==> src/rtl/apb_cnt_timer_if.sv <==
// APB slave-side bus bundle for apb_cnt_timer: the decoded select plus the
// shared apb_xx_* signals from the bridge and the combinational read data.
interface apb_cnt_timer_if;
   logic        psel;
   logic        apb_xx_penable;
   logic        apb_xx_pwrite;
   logic [31:0] apb_xx_paddr;
   logic [31:0] apb_xx_pwdata;
   logic [31:0] prdata;

   modport master (
      output psel,
      output apb_xx_penable,
      output apb_xx_pwrite,
      output apb_xx_paddr,
      output apb_xx_pwdata,
      input  prdata
   );

   modport slave (
      input  psel,
      input  apb_xx_penable,
      input  apb_xx_pwrite,
      input  apb_xx_paddr,
      input  apb_xx_pwdata,
      output prdata
   );
endinterface

==> src/rtl/apb_cnt_timer.sv <==
// 32-bit down-counting APB timer, one-shot or periodic, level interrupt on expiry.
// Optional 8-bit prescaler at offset 0x14 when APB_CNT_TIMER_PRESCALE_EN is defined.
module apb_cnt_timer #(
   parameter int ADDR_LSB_W = 12
) (
   input  logic             hclk,
   input  logic             hrst,
   apb_cnt_timer_if.slave   apb,
   output logic             timer_int
);

   typedef enum logic {
      ST_STOP = 1'b0,
      ST_RUN  = 1'b1
   } state_e;

   localparam int OFF_W = ADDR_LSB_W - 2;

   localparam logic [OFF_W-1:0] OFF_LOAD     = OFF_W'(0);
   localparam logic [OFF_W-1:0] OFF_VALUE    = OFF_W'(1);
   localparam logic [OFF_W-1:0] OFF_CTRL     = OFF_W'(2);
   localparam logic [OFF_W-1:0] OFF_EOI      = OFF_W'(3);
   localparam logic [OFF_W-1:0] OFF_INTSTAT  = OFF_W'(4);
   localparam logic [OFF_W-1:0] OFF_PRESCALE = OFF_W'(5);

   state_e      state_q,     state_d;
   logic [31:0] load_q,      load_d;
   logic [31:0] value_q,     value_d;
   logic [2:0]  ctrl_q,      ctrl_d;
   logic        intstat_q,   intstat_d;
   logic        timer_int_q, timer_int_d;
`ifdef APB_CNT_TIMER_PRESCALE_EN
   logic [7:0]  presc_q,     presc_d;
   logic [7:0]  pcnt_q,      pcnt_d;
`endif

   logic [OFF_W-1:0] off;
   logic             wr_stb;
   logic             rd_stb;
   logic             ctrl_wr;
   logic             tick;
   logic [31:0]      rdata;
   logic             unused_paddr;

   // The bridge has already decoded the window; only the word offset matters here.
   assign off          = apb.apb_xx_paddr[ADDR_LSB_W-1:2];
   assign unused_paddr = ^{apb.apb_xx_paddr[31:ADDR_LSB_W], apb.apb_xx_paddr[1:0]};

   assign wr_stb  = apb.psel & apb.apb_xx_penable &  apb.apb_xx_pwrite;
   assign rd_stb  = apb.psel & apb.apb_xx_penable & ~apb.apb_xx_pwrite;
   assign ctrl_wr = wr_stb && (off == OFF_CTRL);

`ifdef APB_CNT_TIMER_PRESCALE_EN
   assign tick = (pcnt_q == presc_q);
`else
   assign tick = 1'b1;
`endif

   always_comb begin
      state_d     = state_q;
      load_d      = load_q;
      value_d     = value_q;
      ctrl_d      = ctrl_q;
      intstat_d   = intstat_q;
`ifdef APB_CNT_TIMER_PRESCALE_EN
      presc_d     = presc_q;
      pcnt_d      = pcnt_q;
      if (wr_stb && (off == OFF_PRESCALE)) begin
         presc_d = apb.apb_xx_pwdata[7:0];
      end
`endif

      if (wr_stb && (off == OFF_LOAD)) begin
         load_d = apb.apb_xx_pwdata;
      end

      // EOI clear comes first so a same-edge expiry below overrides it.
      if (rd_stb && (off == OFF_EOI)) begin
         intstat_d = 1'b0;
      end

      case (state_q)
         ST_STOP: begin
            if (ctrl_wr) begin
               ctrl_d = apb.apb_xx_pwdata[2:0];
               if (apb.apb_xx_pwdata[0]) begin
                  state_d = ST_RUN;
                  value_d = load_q;
`ifdef APB_CNT_TIMER_PRESCALE_EN
                  pcnt_d  = 8'd0;
`endif
               end
            end
         end

         ST_RUN: begin
            if (ctrl_wr && !apb.apb_xx_pwdata[0]) begin
               // Disabling wins over a coincident expiry: VALUE freezes as-is.
               ctrl_d  = apb.apb_xx_pwdata[2:0];
               state_d = ST_STOP;
            end else begin
               if (ctrl_wr) begin
                  ctrl_d = apb.apb_xx_pwdata[2:0];
               end
`ifdef APB_CNT_TIMER_PRESCALE_EN
               pcnt_d = tick ? 8'd0 : pcnt_q + 8'd1;
`endif
               if (tick) begin
                  if (value_q != 32'd0) begin
                     value_d = value_q - 32'd1;
                  end else begin
                     intstat_d = 1'b1;
                     if (ctrl_q[1]) begin
                        value_d = load_q;
                     end else begin
                        ctrl_d[0] = 1'b0;
                        state_d   = ST_STOP;
                     end
                  end
               end
            end
         end

         default: state_d = ST_STOP;
      endcase

      timer_int_d = intstat_q & ctrl_q[2];
   end

   always_comb begin
      rdata = 32'd0;
      if (apb.psel) begin
         case (off)
            OFF_LOAD:     rdata = load_q;
            OFF_VALUE:    rdata = value_q;
            OFF_CTRL:     rdata = {29'd0, ctrl_q};
            OFF_INTSTAT:  rdata = {31'd0, intstat_q};
`ifdef APB_CNT_TIMER_PRESCALE_EN
            OFF_PRESCALE: rdata = {24'd0, presc_q};
`endif
            default:      rdata = 32'd0;
         endcase
      end
   end

   assign apb.prdata = rdata;
   assign timer_int  = timer_int_q;

   always_ff @(posedge hclk or posedge hrst) begin
      if (hrst) begin
         state_q     <= ST_STOP;
         load_q      <= 32'd0;
         value_q     <= 32'd0;
         ctrl_q      <= 3'd0;
         intstat_q   <= 1'b0;
         timer_int_q <= 1'b0;
`ifdef APB_CNT_TIMER_PRESCALE_EN
         presc_q     <= 8'd0;
         pcnt_q      <= 8'd0;
`endif
      end else begin
         state_q     <= state_d;
         load_q      <= load_d;
         value_q     <= value_d;
         ctrl_q      <= ctrl_d;
         intstat_q   <= intstat_d;
         timer_int_q <= timer_int_d;
`ifdef APB_CNT_TIMER_PRESCALE_EN
         presc_q     <= presc_d;
         pcnt_q      <= pcnt_d;
`endif
      end
   end

endmodule

==> src/flat_wrapper.sv <==
// flat-port wrapper written by rule: the top's interface ports become plain ports
module apb_cnt_timer_flat 
#(
   parameter int ADDR_LSB_W = 12
)
  (hclk, hrst, timer_int, apb_psel, apb_apb_xx_penable, apb_apb_xx_pwrite, apb_apb_xx_paddr, apb_apb_xx_pwdata, apb_prdata);
  apb_cnt_timer_if apb_i ();
  input  logic hclk;
  input  logic hrst;
  output logic timer_int;
  input wire logic [$bits(apb_i.psel)-1:0] apb_psel;
  input wire logic [$bits(apb_i.apb_xx_penable)-1:0] apb_apb_xx_penable;
  input wire logic [$bits(apb_i.apb_xx_pwrite)-1:0] apb_apb_xx_pwrite;
  input wire logic [$bits(apb_i.apb_xx_paddr)-1:0] apb_apb_xx_paddr;
  input wire logic [$bits(apb_i.apb_xx_pwdata)-1:0] apb_apb_xx_pwdata;
  output wire logic [$bits(apb_i.prdata)-1:0] apb_prdata;
  assign apb_i.psel = apb_psel;
  assign apb_i.apb_xx_penable = apb_apb_xx_penable;
  assign apb_i.apb_xx_pwrite = apb_apb_xx_pwrite;
  assign apb_i.apb_xx_paddr = apb_apb_xx_paddr;
  assign apb_i.apb_xx_pwdata = apb_apb_xx_pwdata;
  assign apb_prdata = apb_i.prdata;
  apb_cnt_timer #(.ADDR_LSB_W(ADDR_LSB_W)) u_core (.hclk(hclk), .hrst(hrst), .apb(apb_i), .timer_int(timer_int));
endmodule
==> config.mk <==
export PLATFORM = sky130hd
export DESIGN_NAME = apb_cnt_timer_flat
export DESIGN_NICKNAME = d
export VERILOG_FILES = /design/src/rtl/apb_cnt_timer_if.sv /design/src/rtl/apb_cnt_timer.sv /design/src/flat_wrapper.sv
export SDC_FILE = /design/constraint.sdc
export NUM_CORES = 1
export LEC_CHECK = 0
export CAP_MARGIN = 25
export CORE_MARGIN = 2
export CORE_UTILIZATION = 45
export DETAILED_ROUTE_END_ITERATION = 8
export GPL_TIMING_DRIVEN = 1
export PLACE_DENSITY = 0.79
export REMOVE_ABC_BUFFERS = 1
export SLEW_MARGIN = 15
export SYNTH_ARGS = -nofsm -noshare
export SYNTH_HDL_FRONTEND = slang
export SYNTH_SLANG_ARGS = --single-unit
==> constraint.sdc <==
create_clock -name hclk -period 6.9 [get_ports hclk]
set_input_delay 1.38 -clock hclk [delete_from_list [all_inputs] [get_ports hclk]]
set_output_delay 1.38 -clock hclk [all_outputs]
set_load 0.02 [all_outputs]
==> results.toml <==
[timing]
fmaxAchievable_ghz = 0.1789
maxSlewHeadroom = 0.3830
slew_viol_final = 0
min_period_ns = 5.590
clock_skew_ns = 0.009807
tightest_slew_ns = 0.9255
fin_ws_ns = 1.310
hold_violations = 0
rsz0062_at_grt = "false"
fin_tns_setup_ns = 0
setup_violations = 0
fin_crit_sh = 0.8102
holdWs_ns = 0.5322

[synthesis]
synth-seq-cells = 70
syn_inst = 466
synthArstFlopShare = 1.000
yosysUniqueCellTypes = 49
yosys_warnings = 0
syn_avg_cell_area_um2 = 9.510
ys_seq_area_frac = 0.3953
ys.flop_type = "dfrtp_1"
netlist_area_mm2 = 0.004432
synth_edf_count = 0

[drt]
ant_nets = 0
first_pass_iters = 5
vias = 4067
wl_mm = 12.15
drt-initial-drc-count = 314
wl_per_cell_um = 18.24
drc_errors = 0
via_per_inst = 6.107

[final_layout]
drive_gt1_frac = 0.1388
final_common_cell = "clkdlybuf4s50_1"
layout.cells.non_filler = 666
final_net_count = 599
nFillCells = 888
syn_to_final_growth_pct = 24.03
antenna_cells = 0
design_area_mm2 = 0.005497
final_cell_mix = "clkdlybuf4s50_1 (79), dfrtp_1 (70), nor2_1 (44)"

[setup_path]
worstSetupStartpointType = "input pin"
rrSetupSlack_ns = 3.76
required_ns = 5.52
slowest_stage = "and3_1"
worst-path-max-fanout = 16
path_cells = "clkdlybuf4s50_1 > nor4_1 > and3_1 > buf_4 > a22oi_1 > nor2_1 > clkdlybuf4s50_1"
arrival_ns = 4.21
critPathMaxStageDelay_ns = 0.67
cp_common_cell = "clkdlybuf4s50_1"
r2r_start = "u_core.value_q[14]$_DFFE_PP0P_"
endpoint_kind = "primary output"
critical_path_class = "input pin to primary output"
ff2ff_path_depth = 6
r2r_end = "u_core.value_q[20]$_DFFE_PP0P_"

[cts]
cts_setup_buffers = 0
clkLatencyLatePin_ns = 0.36
cts_hold_buf = 0
clk_pin_slew_ns = 0.08
tritoncts = "done"
root_buffer = "clkbuf_8"
cts_buffer_depth = 2
cts.sinks = 70
htree_num_levels = 3
post_cts_resized = 0
cts_buffers = 9

[global_routing]
grt_pass1_wl_mm = 19.62
grt_pass1_vias = 3904
grt_usage = 0.2379
grt_overflow = 0
grt_max_degree = 71
antenna_found_initial = 0

[pwr]
vdd_ir_drop_max_mv = 0.1157
power.density_mw_per_mm2 = 153.5
leakage_nw = 1.944

[worst_hold_path]
whs_endpoint = "u_core.timer_int$_DFF_PP0_"
worstHoldPathType = "flip-flop to flip-flop"
hold_depth = 1
hp-start = "u_core.intstat_q$_DFF_PP0_"

[placement]
place_hpwl_mm = 8.337
gp_congestion = 0.8928
place_inst = 650
dpl_worst_slack_ns = 1.308
placed_area_mm2 = 0.005316
io_buffers = 79

[die]
die_w_um = 103.2
core_area_mm2 = 0.009684
die_area_mm2 = 0.01066
fp-row-count = 36
die_y_um = 103.2
start_util = 0.4576
ios = 102

[status]
status = "finished clean"

[flow_run]
maxCapViolCount = 0
[layout make-up]
cell class / count / area (um^2) / share of cell area
flip-flops and latches: 70 / 1752 / 0.3187
inverters: 16 / 60.06 / 0.01093
multi-input cells: 343 / 2480 / 0.4512
repair buffers: 88 / 858.3 / 0.1562
well taps: 133 / 166.4 / 0.03028
clock buffers: 16 / 180.2 / 0.03278
[worst max path at each step]
| stage | start | to | slack [ns] | cells past startpoint |
|---|---|---|---|---|
| floorplan | apb_apb_xx_paddr[9] | apb_prdata[10] | 1.34 | 5 |
| finish | apb_apb_xx_paddr[9] | apb_prdata[16] | 1.31 | 7 |
| global placement | apb_apb_xx_paddr[9] | apb_prdata[15] | 1.37 | 7 |
| CTS | apb_apb_xx_paddr[9] | apb_prdata[15] | 1.29 | 7 |
| global route | apb_apb_xx_paddr[9] | apb_prdata[15] | 1.10 | 7 |
| detailed placement | apb_apb_xx_paddr[9] | apb_prdata[16] | 1.31 | 7 |
[critical path: cells and delay by family]
kind / cells / cell delay (ns)
simple gates: 3 / 1.36
compound gates: 1 / 0.09
buf+inv: 3 / 1.37
[synth_stat cells (6+ instances only)]
library cell,n,area share
a2bb2oi_1,11,0.022
a211oi_1,13,0.022
o21ai_0,9,0.010
or3_1,11,0.016
a22oi_1,36,0.061
dfrtp_1,70,0.40
nor2_1,44,0.037
mux2i_1,30,0.068
or4_1,7,0.012
nor3_1,23,0.026
o2bb2ai_1,6,0.012
buf_2,9,0.010
nand3_1,8,0.0090
clkbuf_1,20,0.017
inv_1,15,0.013
nand4_1,11,0.016
o211ai_1,18,0.030
nand2_1,22,0.019
nor4_1,15,0.021
mux2_2,36,0.091
[state kept, by name (all words and copies together), names as in the netlist]
| signal | cells |
|---|---|
| u_core.value_q | 32 |
| u_core.timer_int | 1 |
| u_core.ctrl_q | 3 |
| u_core.load_q | 32 |
| u_core.state_q | 1 |
| u_core.intstat_q | 1 |
[layer usage]
layer / global-route usage / part of all wire
met1: 0.3313 / 0.46
met3: 0.04637 / 0.063
met4: 0.07895 / 0.014
met5: 0 / 0
met2: 0.3741 / 0.46
[power breakdown]
group / internal [mW] / switching, mW
Sequential: 0.425 / 0.0256
Combinational: 0.0415 / 0.0343
Clock: 0.161 / 0.156
[logic make-up (layout without fill, tap and decap cells)]
| logic type | after synthesis | count (layout) | share of synthesized area |
|---|---|---|---|
| muxes | 66 | 66 | 0.1592 |
| AOI/OAI and AO/OA | 112 | 112 | 0.1906 |
| buffers and inverters | 53 | 120 | 0.05082 |
| DFF | 70 | 70 | 0.3953 |
| adders and majority gates | 2 | 2 | 0.005646 |
| and+or+nand+nor | 163 | 163 | 0.1985 |
[stage by stage]
step           power [mW]    util
2_1_floorplan      0.4885       -
3_3_place_gp       0.5311  0.5481
3_5_place_dp       0.5338  0.5490
4_1_cts            0.8477  0.5676
5_1_grt            0.8796  0.5676
6_report           0.8439  0.5676
(Power assumes the default switching activity.)
